$ cat config.mk
export PLATFORM = sky130hd
export DESIGN_NAME = hex_display_scanner
export DESIGN_NICKNAME = d
export VERILOG_FILES = /design/src/rtl/hex_display_scanner.sv
export SDC_FILE = /design/constraint.sdc
export NUM_CORES = 1
export LEC_CHECK = 0
export CAP_MARGIN = 20
export CORE_ASPECT_RATIO = 0.9
export CORE_UTILIZATION = 55
export CTS_CLUSTER_SIZE = 10
export DETAILED_ROUTE_END_ITERATION = 12
export PLACE_DENSITY_LB_ADDON = 0.05
export SLEW_MARGIN = 20
export SYNTH_ARGS = -nofsm -noshare
export SYNTH_HDL_FRONTEND = slang
export SYNTH_SLANG_ARGS = --single-unit
$ cat constraint.sdc
create_clock -name clk -period 6.5 [get_ports clk]
set_clock_uncertainty 0.05 [all_clocks]
set_input_delay 1.3 -clock clk [delete_from_list [all_inputs] [get_ports clk]]
set_output_delay 1.3 -clock clk [all_outputs]
set_load 0.05 [all_outputs]
$ cat src/rtl/hex_display_scanner.sv
// Scan controller for a common-anode multi-digit 7-segment display.
// Walks through the digits of a double-buffered hex value, one slot per
// PRESCALE cycles, with a dark guard interval at the start of every slot.
module hex_display_scanner #(
  parameter int DIGITS   = 4,
  parameter int PRESCALE = 50000,
  parameter int GUARD    = 500
) (
  input  logic                  clk,
  input  logic                  rst,
  input  logic [4*DIGITS-1:0]   value,
  input  logic                  load,
  input  logic [DIGITS-1:0]     blank_mask,
  input  logic                  lz_en,
  output logic [3:0]            digit,
  output logic [DIGITS-1:0]     anode,
  output logic                  frame_tick
);

  localparam int CW = (PRESCALE > 1) ? $clog2(PRESCALE) : 1;
  localparam int IW = (DIGITS > 1) ? $clog2(DIGITS) : 1;

  logic [CW-1:0]         cnt;
  logic [IW-1:0]         idx;
  logic [4*DIGITS-1:0]   pending;
  logic [4*DIGITS-1:0]   shown;
  logic                  slotEnd;
  logic                  frameEnd;
  logic [DIGITS:0]       zeroFromHere;
  logic [DIGITS-1:0]     blanked;

  assign slotEnd  = (cnt == CW'(PRESCALE - 1));
  assign frameEnd = slotEnd && (idx == IW'(DIGITS - 1));

  // Prescaler, slot index, double buffer and frame pulse.
  always_ff @(posedge clk) begin
    if (rst) begin
      cnt        <= '0;
      idx        <= '0;
      pending    <= '0;
      shown      <= '0;
      frame_tick <= 1'b0;
    end else begin
      if (slotEnd) begin
        cnt <= '0;
        idx <= (idx == IW'(DIGITS - 1)) ? '0 : idx + IW'(1);
      end else begin
        cnt <= cnt + CW'(1);
      end
      if (load) pending <= value;
      // A load landing on the boundary itself goes straight to the screen.
      if (frameEnd) shown <= load ? value : pending;
      frame_tick <= frameEnd;
    end
  end

  // zeroFromHere[i]: shown nibbles i..DIGITS-1 are all zero.
  assign zeroFromHere[DIGITS] = 1'b1;
  for (genvar g = 0; g < DIGITS; g++) begin : gDigit
    assign zeroFromHere[g] = zeroFromHere[g+1] && (shown[4*g +: 4] == 4'h0);
    if (g == 0) begin : gFirst
      // Digit 0 always shows, so a zero value reads as a single "0".
      assign blanked[g] = blank_mask[g];
    end else begin : gUpper
      assign blanked[g] = blank_mask[g] | (lz_en & zeroFromHere[g]);
    end
  end

  // Nibble select for the current slot; shown even while dark.
  always_comb begin
    digit = 4'h0;
    for (int i = 0; i < DIGITS; i++)
      if (idx == IW'(i)) digit = shown[4*i +: 4];
  end

  // At most one anode low: the current slot, outside guard, if not blanked.
  always_comb begin
    anode = '1;
    if (cnt >= CW'(GUARD)) begin
      for (int i = 0; i < DIGITS; i++)
        if (idx == IW'(i) && !blanked[i]) anode[i] = 1'b0;
    end
  end

endmodule
==> results.txt, run 1 <==
----------------------------------------------------
[Job]
  Max cap viols ... 0

[Finish]
  Number of non-filler instances in the completed layout ... 325
  Count of antenna diodes in the layout ... 0
  Final-stage net count ... 306
  Fin area ... 0.00281 mm2
  Share of post-route cells with drive strength above 1 ... 0.0975
  Area growth, synth to finish ... 18.2%

[Clock network]
  Num Clock Sinks ... 51
  Number of H-tree levels ... 2
  Number of CTS-inserted buffers ... 5
  Post-CTS setup repair buffer count ... 0
  Hold buffer count at cts ... 0
  Clock edge transition at the registers on the reported setup and hold paths ... 0.09 ns
  Max Buffers Root-to-Sink ... 2
  Resize count post-CTS ... 0
  TritonCTS clock tree ... done
  CTS root buffer ... sky130_fd_sc_hd__clkbuf_8
  Clock insertion delay at the later pin of the skew report ... 0.30 ns

[Yosys]
  Post-synthesis instance total ... 249
  Post-synth EDFFs ... 0
  Count of unique library cells instantiated by Yosys ... 32
  Total of flip-flops plus latches after synthesis ... 51
  Share of synthesized flip-flops with an asynchronous set or reset ... 0
  Sequential cell area fraction in the yosys report ... 0.430
  Summed instance area of the synthesized netlist ... 0.00237 mm2
  Synth area leader ... sky130_fd_sc_hd__dfxtp_1
  Top cells by instance count after synthesis ... sky130_fd_sc_hd__dfxtp_1, sky130_fd_sc_hd__nor2_1, sky130_fd_sc_hd__mux2i_1, sky130_fd_sc_hd__nand2_1, sky130_fd_sc_hd__nor2b_1
  Most common cell in the netlist ... sky130_fd_sc_hd__dfxtp_1
  Main synth FF type ... sky130_fd_sc_hd__dfxtp_1
  Proportion of netlist area held by the largest area contributor ... 0.430
  Post-Syn Area per Cell ... 9.53 um2
  Net count after synthesis ... 279
  Cell types occupying the most area after synthesis ... sky130_fd_sc_hd__dfxtp_1, sky130_fd_sc_hd__mux2i_1, sky130_fd_sc_hd__mux2_4
  Warnings from Yosys ... 0

[Die]
  Core Region ... 0.00410 mm2
  Site row count ... 22
  Initial standard-cell utilization of the core ... 0.579
  Area of the die ... 0.00458 mm2
  Die W ... 71.2 um
  Vert. Die Dim ... 64.3 um
  Top-Level Pins ... 33

[Critical path]
  Element type at the critical path end ... primary output
  Worst reg2reg path startpoint ... cnt[10]$_SDFF_PP0_
  Worst Path Class, Setup ... in2out
  Worst r2r dst ... shown[8]$_SDFFE_PP0P_
  Worst-case reg-to-reg path depth ... 4
  Worst endpoint data arrival time ... 2.90 ns
  Setup crit start kind ... input pin
  Peak fanout along the critical path ... 2
  Reg-to-reg setup timing slack ... 3.86 ns
  Required arrival time at the worst endpoint ... 5.15 ns

[Hold path]
  Worst min-delay path class ... reg2reg
  Number of instances on the worst hold path ... 2
  Startpoint of the worst hold path ... idx[1]$_SDFFE_PP0N_
  Terminating pin of the worst hold path ... idx[1]$_SDFFE_PP0N_

[Routing]
  Via count of the routed design ... 1,791
  Routed wire length per instance ... 13.9 um
  WL final ... 4510 um
  Count of unresolved DRC violations after routing ... 4
  Detailed Route Iter0 Violations ... 129
  Via-to-Cell Ratio ... 5.51
  DR pass1 iterations ... 9
  Post-DRT Antenna Nets ... 0

[STA]
  Fin crit period ... 4.25 ns
  Final-report setup violation count ... 0
  Final critical-path share of the clock period ... 0.654
  Hold slack ... 0.444 ns
  RSZ-0062 raised after global routing ... no
  Worst slew margin relative to its limit ... 0.363
  Highest achievable clock rate ... 235 MHz
  Slew of the pin with the lowest slew margin ... 0.952 ns
  Fin. Hold Viols ... 0
  Post-route worst setup slack ... 2.25 ns
  Final-report max-slew violation count ... 0
  Total negative slack for setup checks ... 0 ns

[Global routing]
  Number of global-route vias before repair ... 1,644
  Congestion Overflow GR ... 0
  Global routing usage summed across all routing layers ... 0.212
  Wire length of the first global-routing pass ... 7560 um
  Initial antenna violation count ... 0
  Pin count of the biggest net entering global routing ... 38

[Outcome]
  Run status ... finished with violations
  Violated checks ... design-rule violations

[Power]
  Maximum vdd drop ... 0.000168 V
  Ratio of total power to cell area ... 208 mW/mm2
  Leakage power ... 1.12 nW

[Place]
  Half-perimeter wire length after placement ... 3130 um
  Port-buffer cells ... 32
  RePlAce Congestion ... 0.802
  Number of cells in the design after placement ... 317
  Cell Area, Placed ... 0.00269 mm2
  Placement Setup Slack ... 2.26 ns

----------------------------------------------------
[worst max path at each step]
stage	startpoint	end	slack, ns	cells past startpoint
2_1_floorplan	lz_en	anode[1]	2.92	2
3_3_place_gp	lz_en	anode[1]	2.26	4
3_5_place_dp	lz_en	anode[1]	2.26	4
4_1_cts	lz_en	anode[1]	2.25	4
5_1_grt	lz_en	anode[1]	2.12	4
6_report	lz_en	anode[1]	2.25	4
[cells in the final DEF, fill, tap and decap left out, types with 5 or more instances in the layout]
cell and n:
sky130_fd_sc_hd__clkdlybuf4s50_1 32, sky130_fd_sc_hd__inv_1 7, sky130_fd_sc_hd__mux2i_1 16, sky130_fd_sc_hd__nor2_1 32, sky130_fd_sc_hd__mux2_2 6, sky130_fd_sc_hd__nand3b_1 5
sky130_fd_sc_hd__xnor2_1 6, sky130_fd_sc_hd__mux2_4 10, sky130_fd_sc_hd__nor2b_1 16, sky130_fd_sc_hd__a21oi_1 12, sky130_fd_sc_hd__clkbuf_8 6, sky130_fd_sc_hd__dfxtp_1 51
sky130_fd_sc_hd__nand3_1 11, sky130_fd_sc_hd__xor2_1 6, sky130_fd_sc_hd__nor4_1 6, sky130_fd_sc_hd__nand2_1 16, sky130_fd_sc_hd__ha_1 6
[routing by layer]
layer	routed length, um	share of wire	global-route usage	vias up
met3	267	0.059	0.0647	6
li1	-	-	-	913
met5	0	0	0	-
met4	64	0.014	0.0575	0
met1	2330	0.52	0.301	821
met2	1850	0.41	0.310	51
[registers in the layout, summed over array words and instances (netlist names)]
register	cells
pending	16
frame_tick	1
shown	16
idx	2
cnt	16
[cell type report]
type                    count  area (um2)
multi-input cells         178        1250
fillers                   334        1290
inverters                   7        26.3
clock buffers               6        82.6
clock inverters             2        35.0
repair buffers             33         328
well taps                  48        60.1
flip-flops and latches     51        1020
[per-stage QoR]
| stage | util | power, mW |
|---|---|---|
| 6_report | 0.684 | 0.583 |
| 5_1_grt | 0.684 | 0.607 |
| 4_1_cts | 0.684 | 0.589 |
| 3_5_place_dp | 0.656 | 0.367 |
| 3_3_place_gp | 0.656 | 0.366 |
| 2_1_floorplan | - | 0.349 |
[cells by family (layout without fill, tap and decap cells)]
family | after synthesis | count (layout) | share of synthesized area
AOI/OAI and AO/OA | 20 | 20 | 0.0474
xor gates and xnor gates | 12 | 12 | 0.0443
adders and majority gates | 6 | 6 | 0.0316
buffers and inverters | 20 | 48 | 0.0416
DFF | 51 | 51 | 0.430
muxes | 32 | 32 | 0.159
and+or+nand+nor | 108 | 108 | 0.246
[power breakdown]
| group | switching, mW | total (mW) | internal, mW |
|---|---|---|---|
| combinational | 0.0155 | 0.0363 | 0.0208 |
| clock | 0.0995 | 0.224 | 0.124 |
| sequential | 0.00352 | 0.323 | 0.320 |
| total | 0.119 | 0.583 | 0.465 |
[worst max-delay path: stages]
cell                              delay, ns
sky130_fd_sc_hd__clkdlybuf4s50_1       0.47
sky130_fd_sc_hd__nand3_1               0.08
sky130_fd_sc_hd__o2111ai_1             0.21
sky130_fd_sc_hd__clkdlybuf4s50_1       0.83
Power figures use the tool's default switching activity.
==> run 2, diff against run 1 <==
--- a/config.mk
+++ b/config.mk
@@ -7,7 +7,7 @@
 export LEC_CHECK = 0
 export CAP_MARGIN = 20
 export CORE_ASPECT_RATIO = 0.9
-export CORE_UTILIZATION = 55
+export CORE_UTILIZATION = 54
 export CTS_CLUSTER_SIZE = 10
 export DETAILED_ROUTE_END_ITERATION = 12
 export PLACE_DENSITY_LB_ADDON = 0.05
==> constraint.sdc (replaced) <==
create_clock -name clk -period 3.95 [get_ports clk]
set_clock_uncertainty 0.05 [all_clocks]
set_input_delay 0.79 -clock clk [delete_from_list [all_inputs] [get_ports clk]]
set_output_delay 0.79 -clock clk [all_outputs]
set_load 0.05 [all_outputs]
==> run 2 against run 1 <==
The flow now finishes without violations. Count of clock-buffer cells in the layout did not move. Combinational power up 67%. Via count down 2.9%. Worst hold slack improved by 0.0036 ns. Sequential share of layout area hardly changed. Worst setup slack worse by 1.7 ns. Total power is 51% higher.
==> results.txt, run 2 (same netlist as run 1, synthesis figures left out) <==
----------------------------------------------------
[Clock network]
  Resize count post-CTS ... 0
  Clock insertion delay at the later pin of the skew report ... 0.30 ns
  Clock edge transition at the registers on the reported setup and hold paths ... 0.09 ns
  Max Buffers Root-to-Sink ... 2
  CTS root buffer ... sky130_fd_sc_hd__clkbuf_8
  Number of CTS-inserted buffers ... 5
  Hold buffer count at cts ... 0
  Post-CTS setup repair buffer count ... 0
  Num Clock Sinks ... 51
  TritonCTS clock tree ... done
  Number of H-tree levels ... 2

[Hold path]
  Worst min-delay path class ... reg2reg

[Finish]
  Number of non-filler instances in the completed layout ... 339
  Area growth, synth to finish ... 18.1%
  Final-stage net count ... 308
  Leading cell types in the layout, fill and taps excluded ... sky130_fd_sc_hd__dfxtp_1, sky130_fd_sc_hd__nor2_1, sky130_fd_sc_hd__clkdlybuf4s50_1
  Count of antenna diodes in the layout ... 0
  Top Registers ... cnt (16), pending (16), shown (16)
  Share of post-route cells with drive strength above 1 ... 0.100
  Most common cell after layout, fill and taps aside ... sky130_fd_sc_hd__dfxtp_1
  Fillcell total ... 377

[Power]
  Pwr Total ... 0.879 mW
  Ratio of total power to cell area ... 314 mW/mm2
  Leakage power ... 1.11 nW
  Maximum vdd drop ... 0.000220 V

[STA]
  Fin. Hold Viols ... 0
  Slew of the pin with the lowest slew margin ... 0.920 ns
  RSZ-0062 raised after global routing ... no
  Total negative slack for setup checks ... 0 ns
  Fin crit period ... 3.37 ns
  Final critical-path share of the clock period ... 0.853
  Highest achievable clock rate ... 297 MHz
  Worst slew margin relative to its limit ... 0.387
  Final-report max-slew violation count ... 0
  Final-report setup violation count ... 0

[Global routing]
  Initial antenna violation count ... 0
  Global routing usage summed across all routing layers ... 0.209
  Wire length of the first global-routing pass ... 7360 um
  Congestion Overflow GR ... 0
  Pin count of the biggest net entering global routing ... 17
  Number of global-route vias before repair ... 1,596

[Routing]
  Post-DRT Antenna Nets ... 0
  Routed wire length per instance ... 12.9 um
  Via-to-Cell Ratio ... 5.13
  Via count of the routed design ... 1,739
  DR pass1 iterations ... 4
  WL final ... 4360 um
  Count of unresolved DRC violations after routing ... 0
  Detailed Route Iter0 Violations ... 83

[Critical path]
  Critical Path, Cell by Cell ... or4_4, nor4_1, nand2_1, nand4b_1, clkdlybuf4s50_1
  Setup crit start kind ... register
  Cell at the slowest stage of the critical path ... sky130_fd_sc_hd__clkdlybuf4s50_1
  Reg-to-reg setup timing slack ... 1.32 ns
  Worst endpoint data arrival time ... 2.53 ns
  Crit path max-delay family ... simple AND/OR/NAND/NOR gates
  Element type at the critical path end ... primary output
  Highest cell delay on the worst timing path ... 0.80 ns
  Peak fanout along the critical path ... 4
  Worst Path Class, Setup ... reg2out
  Bufs and invs on worst path ... 1
  Required arrival time at the worst endpoint ... 3.11 ns

[Die]
  Area of the die ... 0.00466 mm2
  Die W ... 71.9 um
  Core Region ... 0.00416 mm2
  Initial standard-cell utilization of the core ... 0.571
  Vert. Die Dim ... 64.9 um
  Top-Level Pins ... 33
  Site row count ... 22

[Place]
  RePlAce Congestion ... 0.788
  Half-perimeter wire length after placement ... 3140 um
  Port-buffer cells ... 32
  Number of cells in the design after placement ... 331

[Outcome]
  Run status ... finished, final reports clean

[Job]
  Max cap viols ... 0

----------------------------------------------------
-- run 2: changes by cell type in the layout (fill, tap and decap cells not counted) --
cell                         delta
sky130_fd_sc_hd__buf_4          +2
sky130_fd_sc_hd__bufinv_16      -1
sky130_fd_sc_hd__clkbuf_1       +1
sky130_fd_sc_hd__clkbuf_8       -1
sky130_fd_sc_hd__clkinvlp_4     +1
-- run 2: routing by layer --
| metal | up-vias | track usage | part of all wire |
|---|---|---|---|
| li1 | 923 | - | - |
| met1 | 781 | 0.287 | 0.53 |
| met2 | 31 | 0.308 | 0.41 |
| met3 | 4 | 0.0622 | 0.045 |
| met4 | 0 | 0.0809 | 0.011 |
| met5 | - | 0 | 0 |
-- run 2: layout make-up --
type | count | area (um2) | area share
multi-input combinational | 178 | 1250 | 0.447
sequential | 51 | 1020 | 0.364
timing repair buffer | 35 | 343 | 0.122
tap | 60 | 75.1 | 0.0268
clock buffer | 6 | 72.6 | 0.0259
inverter | 7 | 26.3 | 0.00937
clock inverter | 2 | 12.5 | 0.00446
-- run 2: through the flow --
stage          hold WS (ns)  area, um2   util  worst slack [ns]
6_report              0.447       2800  0.675             0.579
3_3_place_gp          0.418       2720  0.654             0.720
3_5_place_dp          0.437       2720  0.654             0.695
2_1_floorplan         0.399       2370      -              1.02
5_1_grt               0.475       2800  0.675             0.376
4_1_cts               0.450       2800  0.675             0.565
-- run 2: final timing paths --
kind / startpoint / endpoint / cells after the start
worst max-delay path: cnt[13]$_SDFF_PP0_ / anode[2] / 5
worst min-delay path: cnt[0]$_SDFF_PP0_ / cnt[0]$_SDFF_PP0_ / 1
worst max register to register: cnt[13]$_SDFF_PP0_ / shown[8]$_SDFFE_PP0P_ / 4
worst min register to register: cnt[0]$_SDFF_PP0_ / cnt[0]$_SDFF_PP0_ / 1
-- run 2: power breakdown --
| part | switching (mW) | internal (mW) | leakage (nW) |
|---|---|---|---|
| combinational | 0.0254 | 0.0351 | 0.650 |
| clock | 0.163 | 0.124 | 0.0412 |
| sequential | 0.00553 | 0.526 | 0.415 |
| total | 0.194 | 0.685 | 1.11 |
-- run 2: worst reg2reg max path: cells and delay by family (launching register included) --
family           cells  cell delay, ns
DFF                  1            0.35
and+or+nand+nor      3            1.70
muxes                1            0.43
